[config.mk]
export PLATFORM = sky130hd
export DESIGN_NAME = event_count_ctrl
export DESIGN_NICKNAME = d
export VERILOG_FILES = /design/src/rtl/event_count_pkg.sv /design/src/rtl/event_count_ctrl_count_unit.sv /design/src/rtl/event_count_ctrl.sv
export SDC_FILE = /design/constraint.sdc
export NUM_CORES = 1
export LEC_CHECK = 0
export ABC_AREA = 1
export BUFFER_PORTS_ARGS = -buffer_cell sky130_fd_sc_hd__buf_2
export CORE_AREA = 10 10 47 49
export CTS_CLUSTER_SIZE = 10
export DETAILED_ROUTE_END_ITERATION = 12
export DIE_AREA = 0 0 57 59
export HOLD_SLACK_MARGIN = 0.12
export PLACE_DENSITY_LB_ADDON = 0.15
export SYNTH_ARGS = -nofsm -noshare
export SYNTH_HDL_FRONTEND = slang
export SYNTH_HIERARCHICAL = 1
export SYNTH_SLANG_ARGS = --single-unit
[constraint.sdc]
create_clock -name clock -period 1.47 [get_ports clock]
set_input_delay 0.294 -clock clock [delete_from_list [all_inputs] [get_ports clock]]
set_output_delay 0.294 -clock clock [all_outputs]
set_load 0.005 [all_outputs]
[src/rtl/event_count_pkg.sv]
// event_count_pkg: shared state encoding for the event counter controller.
package event_count_pkg;
    typedef enum logic [1:0] {
        IDLE  = 2'd0,
        ARMED = 2'd1,
        COUNT = 2'd2,
        DONE  = 2'd3
    } state_t;
endpackage

[src/rtl/event_count_ctrl_count_unit.sv]
// count_unit: WIDTH-bit up-counter with synchronous clear/enable and a
// lookahead flag telling the FSM that the next increment lands on LIMIT.
module count_unit #(
    parameter int WIDTH = 4,
    parameter int LIMIT = 2**WIDTH - 1
) (
    input  logic             clock,
    input  logic             reset,
    input  logic             clear,
    input  logic             enable,
    output logic [WIDTH-1:0] count,
    output logic             next_is_limit
);
    logic [WIDTH-1:0] next;
    assign next = count + 1'b1;
    assign next_is_limit = next == WIDTH'(LIMIT);
    always_ff @(posedge clock) begin
        if (reset || clear) count <= '0;
        else if (enable) count <= next;
    end
endmodule

[src/rtl/event_count_ctrl.sv]
// event_count_ctrl: start-triggered FSM that counts qualified x events up to
// LIMIT, with optional consecutive-run and auto-restart behaviour.
module event_count_ctrl #(
    parameter int WIDTH        = 4,
    parameter int LIMIT        = 2**WIDTH - 1,
    parameter bit CONSECUTIVE  = 1'b0,
    parameter bit AUTO_RESTART = 1'b0
) (
    input  logic             clock,
    input  logic             reset,
    input  logic             start,
    input  logic             x,
    input  logic             abort,
    output logic [WIDTH-1:0] count,
    output logic             done,
    output logic             busy,
    output logic [1:0]       state
);
    import event_count_pkg::*;
    if (LIMIT < 1 || longint'(LIMIT) > (longint'(1) << WIDTH) - 1) begin : g_bad_limit
        $error("event_count_ctrl: LIMIT out of range for WIDTH");
    end
    state_t fsm, next;
    logic   run, clear, enable, next_is_limit;
    assign run    = fsm == ARMED || fsm == COUNT;
    // abort freezes the count; start and the re-arm paths zero it
    assign clear  = !abort && (start || (fsm == COUNT && !x && CONSECUTIVE)
                                     || (fsm == DONE && AUTO_RESTART));
    assign enable = !abort && !start && run && x;
    always_comb begin
        next = fsm;
        if (abort) next = IDLE;
        else if (start) next = ARMED;
        else if (run && x) next = next_is_limit ? DONE : COUNT;
        else if (fsm == COUNT && CONSECUTIVE) next = ARMED;
        else if (fsm == DONE && AUTO_RESTART) next = ARMED;
    end
    always_ff @(posedge clock) begin
        fsm  <= reset ? IDLE : next;
        done <= !reset && next == DONE;
        busy <= !reset && (next == ARMED || next == COUNT);
    end
    assign state = fsm;
    count_unit #(.WIDTH(WIDTH), .LIMIT(LIMIT)) u_count (
        .clock         (clock),
        .reset         (reset),
        .clear         (clear),
        .enable        (enable),
        .count         (count),
        .next_is_limit (next_is_limit)
    );
endmodule

### After elaboration in Yosys (flattened, before gate mapping)

Cells that the tools add are included.

* register bits after elaboration: 8
* output and inout port bits: 8
* input bits: 5
* memory bits (read-only): 0
* word-level logic and storage cells: 28
* memories: 0
* bits in writable memories: 0
* latch bits: 0

* shift operators: 0
* bitwise logic cells: 0
* reduce and logical (&&, ||, !) cells: 13
* multiplexer cells: 4
* order comparisons: 0
* add/subtract/negate cells: 1
* $mul: 0
* div/mod/pow operators: 0
* equal/unequal tests: 6

Operators with widths (number)
* logical AND 1 bit: 7
* equality test 2 bit, second input constant: 3
* 2-to-1 mux 2 bit: 3
* adder 4 x 1 -> 4 bit, second input constant: 1
* equality test 2 x 1 -> 1 bit, second input constant: 2
* equality test 4 bit, second input constant: 1
* zero test 1 bit: 3
* logical OR 1 bit: 3
* 2-to-1 mux 1 bit: 1

### Depth between registers and ports, before layout

Gate-level depths: netlist (run 1).

* depth in word-level cells: 9
* depth in mapped cells: 11
* gate-level depth less buffers: 11

### Hierarchy

The synthesis (run 1) kept the hierarchy.

Modules (own cells, without submodules)
* count_unit: instances 1, area each 219.0 sq um, seq. area each 80.1 sq um, cells an instance 29
* event_count_ctrl: instances 1, area each 195.2 sq um, seq. area each 80.1 sq um, cells an instance 28

### Least setup slack after synthesis (run 1)

OpenSTA, ideal clock, no wires.

* path type: reg-to-reg
* start: register u_count.count[1]
* end: register busy
* period minus slack after synthesis: 1554 ps
* path buffers: 0
* slack: -84 ps
* library setup time: 109 ps
* stages on the path, launching flop included: 12
* required time: 1361 ps
* data arrival time: 1445 ps
* cells stage by stage: dfxtp_1 -> ha_1 -> xor2_1 -> nand2_1 -> a21oi_2 -> nand4_1 -> nand2_1 -> nand2_2 -> inv_1 -> ha_1 -> inv_1 -> nor2_1

* longest elaborated chain between the ends: 9
* elaborated cells on any way between the ends: 10
* those cells by class: add/sub (1); eq/ne (3); mux (4); reduce/logical (2)

Ends and longest elaborated chain
* from (decl): line event_count_ctrl_count_unit.sv:11 `output logic [WIDTH-1:0] count,`
* from (signal assigned): line event_count_ctrl_count_unit.sv:19 `else if (enable) count <= next;`
* adder 4 x 1 -> 4 bit *: line event_count_ctrl_count_unit.sv:15 `assign next = count + 1'b1;`
* equality test 4 bit *: line event_count_ctrl_count_unit.sv:16 `assign next_is_limit = next == WIDTH'(LIMIT);`
* named net next_is_limit: line event_count_ctrl.sv:24 `logic run, clear, enable, next_is_limit;`
* 2-to-1 mux 1 bit *: line event_count_ctrl.sv:34 `else if (run && x) next = next_is_limit ? DONE : COUNT;`
* 2-to-1 mux 2 bit *: line event_count_ctrl.sv:34
* 2-to-1 mux 2 bit *: line event_count_ctrl.sv:33 `else if (start) next = ARMED;`
* 2-to-1 mux 2 bit *: line event_count_ctrl.sv:32 `if (abort) next = IDLE;`
* named net next[0]: line event_count_ctrl.sv:23 `state_t fsm, next;`
* equality test 2 x 1 -> 1 bit or equality test 2 bit (tied branches): line event_count_ctrl.sv:41 `busy <= !reset && (next == ARMED || next == COUNT);`
* logical OR 1 bit *: line event_count_ctrl.sv:41
* logical AND 1 bit *: line event_count_ctrl.sv:41
* to (signal assigned): line event_count_ctrl.sv:41
* to (decl): line event_count_ctrl.sv:16 `output logic busy,`

Mark *: on every way through the listed nets, which the timed path passes. The rest lies on a longest branch.
A chain may end at the register's enable or synchronous reset.

### Final worst setup path (run 1)

* start: register u_count.count[0]
* end: register busy

Same word-level chain as after synthesis.

==> flow_summary.ini, run 1 <==
[floorplan]
row_count = 14
initial_core_util_pct = 29.6
io_pins = 13
die_area_mm2 = 0.00336
die_x_um = 57
core_mm2 = 0.00140
die_h_um = 59

[drt]
dr_total_vias = 429
drtPass1Iterations = 4
ant_nets = 0
drc_errors = 0
wl_mm = 1.07
wl_per_cell_um = 11.5
dr.first_iter.drc_count = 12
via_per_inst = 4.61

[sta]
setup-violations-final = 1
hold-worst-slack_ns = 0.252
hold_violations = 0
period_share_pct = 103
maxSlewHeadroom_pct = 76.4
period_needed_ns = 1.52
setup_ws_ns = -0.0453
rsz0062_at_grt = true
clock_skew_ns = 0.0140
max_freq_mhz = 660
tightestPinTransition_ns = 0.351
drv_slew = 0

[synth]
synth_cell_types = 17
synth_common_cells = inv_1 (12), dfxtp_1 (8), nand2_1 (8), nor2_1 (7), a21oi_1 (4)
synthCells = 57
synth_edf_count = 0
syn_nets = 65
yosysMostFrequentCell = inv_1
yosys-top-cells-area = dfxtp_1 (39%), inv_1 (11%), ha_1 (9.1%), nand2_1 (7.3%), nor2_1 (6.3%)
synth-main-ff-cell = dfxtp_1
avgSynthCellArea_um2 = 7.27
ys_warn_count = 6
ys_seq_area_share_pct = 38.7
synth.top_cell.area_share_pct = 38.7
postSynth.asyncResetShare_pct = 0
synth_area_um2 = 414
ys_ff_latch = 8
synth_area_leader_cell = dfxtp_1

[critical_path]
path_max_fanout = 3
cp.arrival_ns = 1.66
start_kind = flip-flop
critPathKind = flip-flop to flip-flop
crit_required_ns = 1.61
cp-end-kind = flip-flop

[power]
p_leak_nw = 0.277
irDropWorstVdd_mv = 0.483
power_density_mw_per_mm2 = 769

[layout]
nFillCells = 157
diodes = 0
drive_gt1_share_pct = 40.3
finalNetCount = 86
syn_to_final_growth_pct = 42.6

[cts]
clockBufferDepth = 2
cts_root_buffer = clkbuf_4
clk_latency_ns = 0.26
cts.hold.buffers_added = 0
htreeDepth = 1
cts_buffers = 3
cts.sinks = 8
path_clk_slew_ns = 0.07
cts_tree = yes

[global_routing]
grt_pass1_wl_mm = 1.79
grt_antenna_before_repair = 0
track_usage_pct = 6.88
grt_max_degree = 7
grt_pass1_vias = 421
grt_overflow = 0

[status]
status = finished with violations
violations = setup timing

[run]
cap_violations = 0

[worst_hold_path]
hold_path.class = input pin to flip-flop

[placement]
dp_hpwl_um = 798
post-place-ws_ns = -0.0780
port_buffers = 12
gp_congestion = 0.730
-- routing by layer --
| layer | vias to the layer above | wire length (um) | global-route usage, % |
|---|---|---|---|
| met5 | - | 0 | 0 |
| met4 | 0 | 10 | 4.03 |
| met3 | 2 | 97 | 4.72 |
| met2 | 16 | 508 | 10.7 |
| met1 | 189 | 455 | 6.67 |
| li1 | 222 | - | - |
-- flip-flops by register name, indices dropped and copies added (netlist names) --
signal and count:
state 2, busy 1, done 1, u_count/count 4
-- metrics by stage --
stage	TNS [ns]	instance area (um2)	power [mW]	cells	util (%)
CTS	-0.0530	583	0.467	93	41.6
finish	-0.0453	591	0.454	93	42.1
floorplan	0	434	0.245	57	-
global placement	-0.0491	537	0.267	88	38.3
global route	-0.208	591	0.484	93	42.1
detailed placement	-0.0780	537	0.267	88	38.3
-- final cells by class --
type	instances	area, um2	share of cell area (%)
multi-input cells	37	241	40.9
flip-flops and latches	8	168	28.4
repair buffers	16	90.1	15.3
inverters	12	45.0	7.63
clock buffers	4	26.3	4.45
well taps	16	20.0	3.39
-- worst paths after layout --
check	start	endpoint	slack (ns)	cells past startpoint
hold / removal	start	state[1]	0.25	2
hold reg to reg	u_count/count[3]	u_count/count[3]	0.58	4
setup / recovery	u_count/count[0]	busy	-0.05	11
setup reg to reg	u_count/count[0]	busy	-0.05	11
-- critical path, stage by stage, from the launching register on --
cell and delay (ns):
dfxtp_4 0.37, ha_4 0.14, xor2_2 0.15, nand2_1 0.08
a21oi_2 0.10, nand4_1 0.09, nand2_1 0.08, nand2_2 0.07
inv_2 0.06, ha_4 0.19, inv_2 0.04, nor2_1 0.03
-- timing repair --
action                                  CTS  global route
pin swaps                                 5             1
endpoints found under the setup margin    2             3
resized for setup                         3             2
setup buffers                             1             0
gates cloned                              0             0
-- where the power goes --
group          total (mW)  internal (mW)  switching (mW)
clock               0.189          0.104          0.0844
sequential          0.221          0.218         0.00314
combinational      0.0450         0.0202          0.0248
total               0.454          0.342           0.112
-- cell families (layout without fill, tap and decap cells) --
| kind of cell | Yosys count | after routing | synth area share (%) |
|---|---|---|---|
| and+or+nand+nor | 26 | 26 | 29.3 |
| buffers and inverters | 12 | 32 | 10.9 |
| DFF | 8 | 8 | 38.7 |
| AOI/OAI and AO/OA | 7 | 7 | 9.97 |
| adders and majority gates | 3 | 3 | 9.06 |
| xor gates and xnor gates | 1 | 1 | 2.12 |
-- cells in the final DEF (no fill, tap or decap), drive strengths merged, types with 3 or more instances in the layout --
master  instances
dfxtp           8
inv            12
nand2           9
buf            16
a21oi           5
clkbuf          4
nor2            8
ha              3
nand3           3
(Power assumes the default switching activity.)
==> run 2: changes to the inputs <==
CORE_AREA = 5 5 42 44   (was 10 10 47 49)
DIE_AREA = 0 0 47 49   (was 0 0 57 59)
==> run 2 against run 1 <==
Against the previous run: the flow still finishes with violations (setup timing); first-iteration DRC count down 58%; via count shrank 8.6%; global-route usage up 1.9 points; cell count grew 2.2%; power down 2.6%.
==> flow_summary.ini, run 2 (same netlist as run 1, synthesis figures left out) <==
[layout]
top_register = u_count/count
diodes = 0
finalNetCount = 88
seqCellArea_um2 = 169
final_common_cell = buf_2
nFillCells = 145
largest_reg_flops = 4
final_cells = 95
multi_input_area_um2 = 241
final_cell_mix = buf_2 (12), inv_1 (9), nand2_1 (8), nor2_1 (7), buf_4 (6)
drive_gt1_share_pct = 43.0
syn_to_final_growth_pct = 46.5

[sta]
tightestPinTransition_ns = 0.335
period_share_pct = 103
hold_violations = 0
maxSlewHeadroom_pct = 77.5
rsz0062_at_grt = true
fin_tns_setup_ns = -0.0492
setup-violations-final = 1
period_needed_ns = 1.52
setup_ws_ns = -0.0492
drv_slew = 0
max_freq_mhz = 658
clock_skew_ns = 0.00712

[placement]
dp.cells = 90
dp_hpwl_um = 694
port_buffers = 12
gp_congestion = 0.744

[floorplan]
initial_core_util_pct = 29.6
die_h_um = 49
die_x_um = 47
die_area_mm2 = 0.00230
io_pins = 13
row_count = 14
core_mm2 = 0.00140

[drt]
drc_errors = 0
ant_nets = 0
drtPass1Iterations = 4
via_per_inst = 4.13
dr.first_iter.drc_count = 5
wl_per_cell_um = 9.27
wl_um = 881
dr_total_vias = 392

[cts]
htreeDepth = 1
cts.sinks = 8
cts_buffers = 3
cts_root_buffer = clkbuf_4
clk_latency_ns = 0.25
clockBufferDepth = 2
cts_tree = yes
path_clk_slew_ns = 0.06

[critical_path]
cp.arrival_ns = 1.66
crit_required_ns = 1.61
start_kind = flip-flop
path_max_fanout = 4
cp-end-kind = flip-flop
critPathKind = flip-flop to flip-flop

[global_routing]
grt_pass1_wl_mm = 1.46
grt_overflow = 0
grt_max_degree = 7
grt_pass1_vias = 362
grt_antenna_before_repair = 0
track_usage_pct = 8.76

[status]
status = finished with violations
violations = setup timing

[power]
power_density_mw_per_mm2 = 729
irDropWorstVdd_mv = 0.452
p_leak_nw = 0.288

[run]
cap_violations = 0

[worst_hold_path]
hold_path.class = input pin to flip-flop
run 2: metrics by stage:
stage / worst slack, ns / hold WS (ns) / cell area, um2 / utilization [%] / total power, mW
after CTS: -0.0408 / 0.254 / 598 / 42.7 / 0.457
after floorplan: 0.00277 / 0.361 / 434 / - / 0.245
after detailed placement: -0.0838 / 0.526 / 552 / 39.4 / 0.266
final: -0.0492 / 0.268 / 607 / 43.3 / 0.443
after global placement: -0.0967 / 0.529 / 552 / 39.4 / 0.267
after global routing: -0.106 / 0.270 / 607 / 43.3 / 0.471
run 2: path summary, 6_finish.rpt:
| kind | from | endpoint | slack (ns) | depth (start not counted) |
|---|---|---|---|---|
| max | u_count/count[0] | busy | -0.05 | 11 |
| min | start | state[1] | 0.27 | 2 |
| max reg2reg | u_count/count[0] | busy | -0.05 | 11 |
| min reg2reg | u_count/count[0] | u_count/count[0] | 0.57 | 3 |
run 2: power breakdown:
part	internal, mW	switching, mW	leakage [nW]
Sequential	0.218	0.00274	0.0669
Clock	0.104	0.0736	0.0150
Combinational	0.0207	0.0240	0.206
Total	0.342	0.100	0.288
run 2: cell type report:
type	instances	area share (%)
inverters	12	7.42
clock buffers	4	4.33
flip-flops and latches	8	27.8
well taps	16	3.30
repair buffers	18	17.3
multi-input cells	37	39.8
run 2: what timing repair did:
item	4_1_cts	5_1_grt
gates cloned	0	0
setup buffers	0	1
gates resized for setup	4	2
pin swaps	5	2
hold buffers	0	0
setup endpoints to repair	2	2
run 2: critical path, cell delays in order, from the launching register on:
cell     delay, ns
dfxtp_4       0.37
ha_4          0.14
xor2_2        0.15
nand2_1       0.09
a21oi_2       0.12
nand4_1       0.09
nand2_1       0.08
nand2_2       0.06
inv_2         0.06
ha_4          0.19
inv_2         0.04
nor2_1        0.03
run 2: routing by layer:
| metal | GRT usage, % | routed length (um) | up-vias |
|---|---|---|---|
| met5 | 0 | 0 | - |
| met4 | 1.38 | 0 | 0 |
| met3 | 7.01 | 47 | 0 |
| met2 | 12.0 | 388 | 6 |
| met1 | 10.9 | 445 | 161 |
| li1 | - | - | 225 |
==> run 3: changes to the inputs <==
clock period = 1.62 ns   (was 1.47 ns; I/O delays follow)
==> run 3 against run 2 <==
Against the previous run: the flow now finishes without violations; first-iteration DRC count shrank 40%; hold slack gained 0.021 ns; sequential power shrank 8%; flip-flop and latch count is the same; wire length shrank 3.0%; clock skew shrank 0.0055 ns; register-to-register slack gained 0.11 ns; global-route usage shrank 0.52 points; non-clock buffer count shrank 2; die area is the same; critical path depth is the same; final area shrank 9.1%; largest power group unchanged.
==> flow_summary.ini, run 3 (same netlist as run 1, synthesis figures left out) <==
[drt]
drtPass1Iterations = 4
drc_errors = 0
via_per_inst = 4.46
ant_nets = 0
dr.first_iter.drc_count = 3
wl_per_cell_um = 9.29
wl_um = 855
dr_total_vias = 410

[global_routing]
grt.busiest_layer = met2
grt_max_degree = 7
grt_overflow = 0
grt_pass1_wl_mm = 1.41
use_met2_pct = 12.9
use_met3_pct = 3.32
track_usage_pct = 8.24
grt_pass1_vias = 382
grt_util_met1_pct = 9.23
grt_antenna_before_repair = 0

[sta]
setup-violations-final = 0
maxSlewHeadroom_pct = 87.3
period_share_pct = 96.1
clock_skew_ns = 0.00160
tightestPinTransition_ns = 0.189
drv_slew = 0
period_needed_ns = 1.56
setup_ws_ns = 0.0637
max_freq_mhz = 643
hold_violations = 0
fin_tns_setup_ns = 0

[worst_hold_path]
worstHoldStart = reset
hold_path.class = input pin to flip-flop
whs_path_depth = 2
hold_end = state[0]

[layout]
drive_gt1_share_pct = 34.2
finalNetCount = 86
largest_reg_flops = 4
top_register = u_count/count
nFillCells = 158
final_cell_mix = inv_1 (12), buf_2 (12), nand2_1 (8), nor2_1 (7), dfxtp_1 (6)
syn_to_final_growth_pct = 33.2
diodes = 0

[cts]
cts_root_buffer = clkbuf_4
path_clk_slew_ns = 0.06
cts_tree = yes
htreeDepth = 1
cts.sinks = 8
clk_latency_ns = 0.25
cts_buffers = 3
clockBufferDepth = 2
cts.hold.buffers_added = 0

[power]
clkPwrFrac_pct = 40.1
p_sw_share_pct = 24.1
power_density_mw_per_mm2 = 719
p_leak_nw = 0.281
p_int_mw = 0.301
p_switching_mw = 0.0955
seq_power_share_pct = 51.1
irDropWorstVdd_mv = 0.505
power_frac_comb_pct = 8.9

[floorplan]
row_count = 14
io_pins = 13
die_h_um = 49
die_area_mm2 = 0.00230
core_mm2 = 0.00140
initial_core_util_pct = 29.6
die_x_um = 47

[critical_path]
path_max_fanout = 2
r2r-end = busy
start_kind = flip-flop
r2r_cells = 11
rrSetupSlack_ns = 0.06
cp.arrival_ns = 1.70
crit_required_ns = 1.77
cp-end-kind = flip-flop
critPathKind = flip-flop to flip-flop
timing.rr.start = u_count/count[0]

[placement]
dp_hpwl_um = 681
gp_congestion = 0.783
port_buffers = 12
post-place-ws_ns = 0.0258

[status]
status = complete, no violations

[run]
cap_violations = 0
run 3: worst max-delay path by stage:
stage	start	to	slack (ns)	cells after the start
final	u_count/count[0]	busy	0.06	11
after global routing	u_count/count[1]	busy	-0.004	11
after CTS	u_count/count[0]	busy	0.01	11
after detailed placement	u_count/count[0]	busy	0.03	11
after global placement	u_count/count[0]	busy	0.02	11
after floorplan	u_count/count[1]	busy	0.07	11
run 3: power by group through the flow:
| stage | clock network (mW) | logic [mW] | registers [mW] |
|---|---|---|---|
| 6_report | 0.159 | 0.0351 | 0.203 |
| 5_1_grt | 0.170 | 0.0394 | 0.203 |
| 4_1_cts | 0.167 | 0.0352 | 0.203 |
| 3_5_place_dp | 0 | 0.0351 | 0.207 |
| 3_3_place_gp | 0 | 0.0351 | 0.207 |
| 2_1_floorplan | 0 | 0.0171 | 0.208 |
run 3: final cells by class:
cell class,count,area [um2],area share [%]
Tap cell,16,20.0,3.63
Inverter,12,45.0,8.16
Timing Repair Buffer,16,90.1,16.3
Clock buffer,3,22.5,4.08
Multi-Input combinational cell,37,211,38.3
Sequential cell,8,163,29.5
run 3: per-layer routing:
layer	up-vias	wire length, um
met2	8	399
li1	221	-
met3	0	58
met4	0	0
met1	181	397
met5	-	0
run 3: stage by stage:
stage                     total power [mW]  util (%)  std cells  hold WS (ns)  cell area [um2]
after floorplan                      0.225         -         57         0.391              414
after global placement               0.242      36.9         88         0.558              517
after detailed placement             0.242      36.9         88         0.555              517
after CTS                            0.405      38.5         91         0.284              539
after global routing                 0.413      39.4         92         0.299              552
final                                0.397      39.4         92         0.289              552
run 3: worst max-delay path: stages (launching register included):
cell and delay [ns]:
dfxtp_2 0.33, ha_2 0.17, xor2_1 0.19, nand2_1 0.09, a21oi_2 0.11, nand4_1 0.09, nand2_1 0.08, nand2_2 0.05
inv_1 0.05, ha_1 0.21, inv_1 0.05, nor2_1 0.03
run 3: timing repair:
action,4_1_cts,5_1_grt
setup endpoints to repair,0,1
setup buffers,0,1
gates resized for setup,0,3
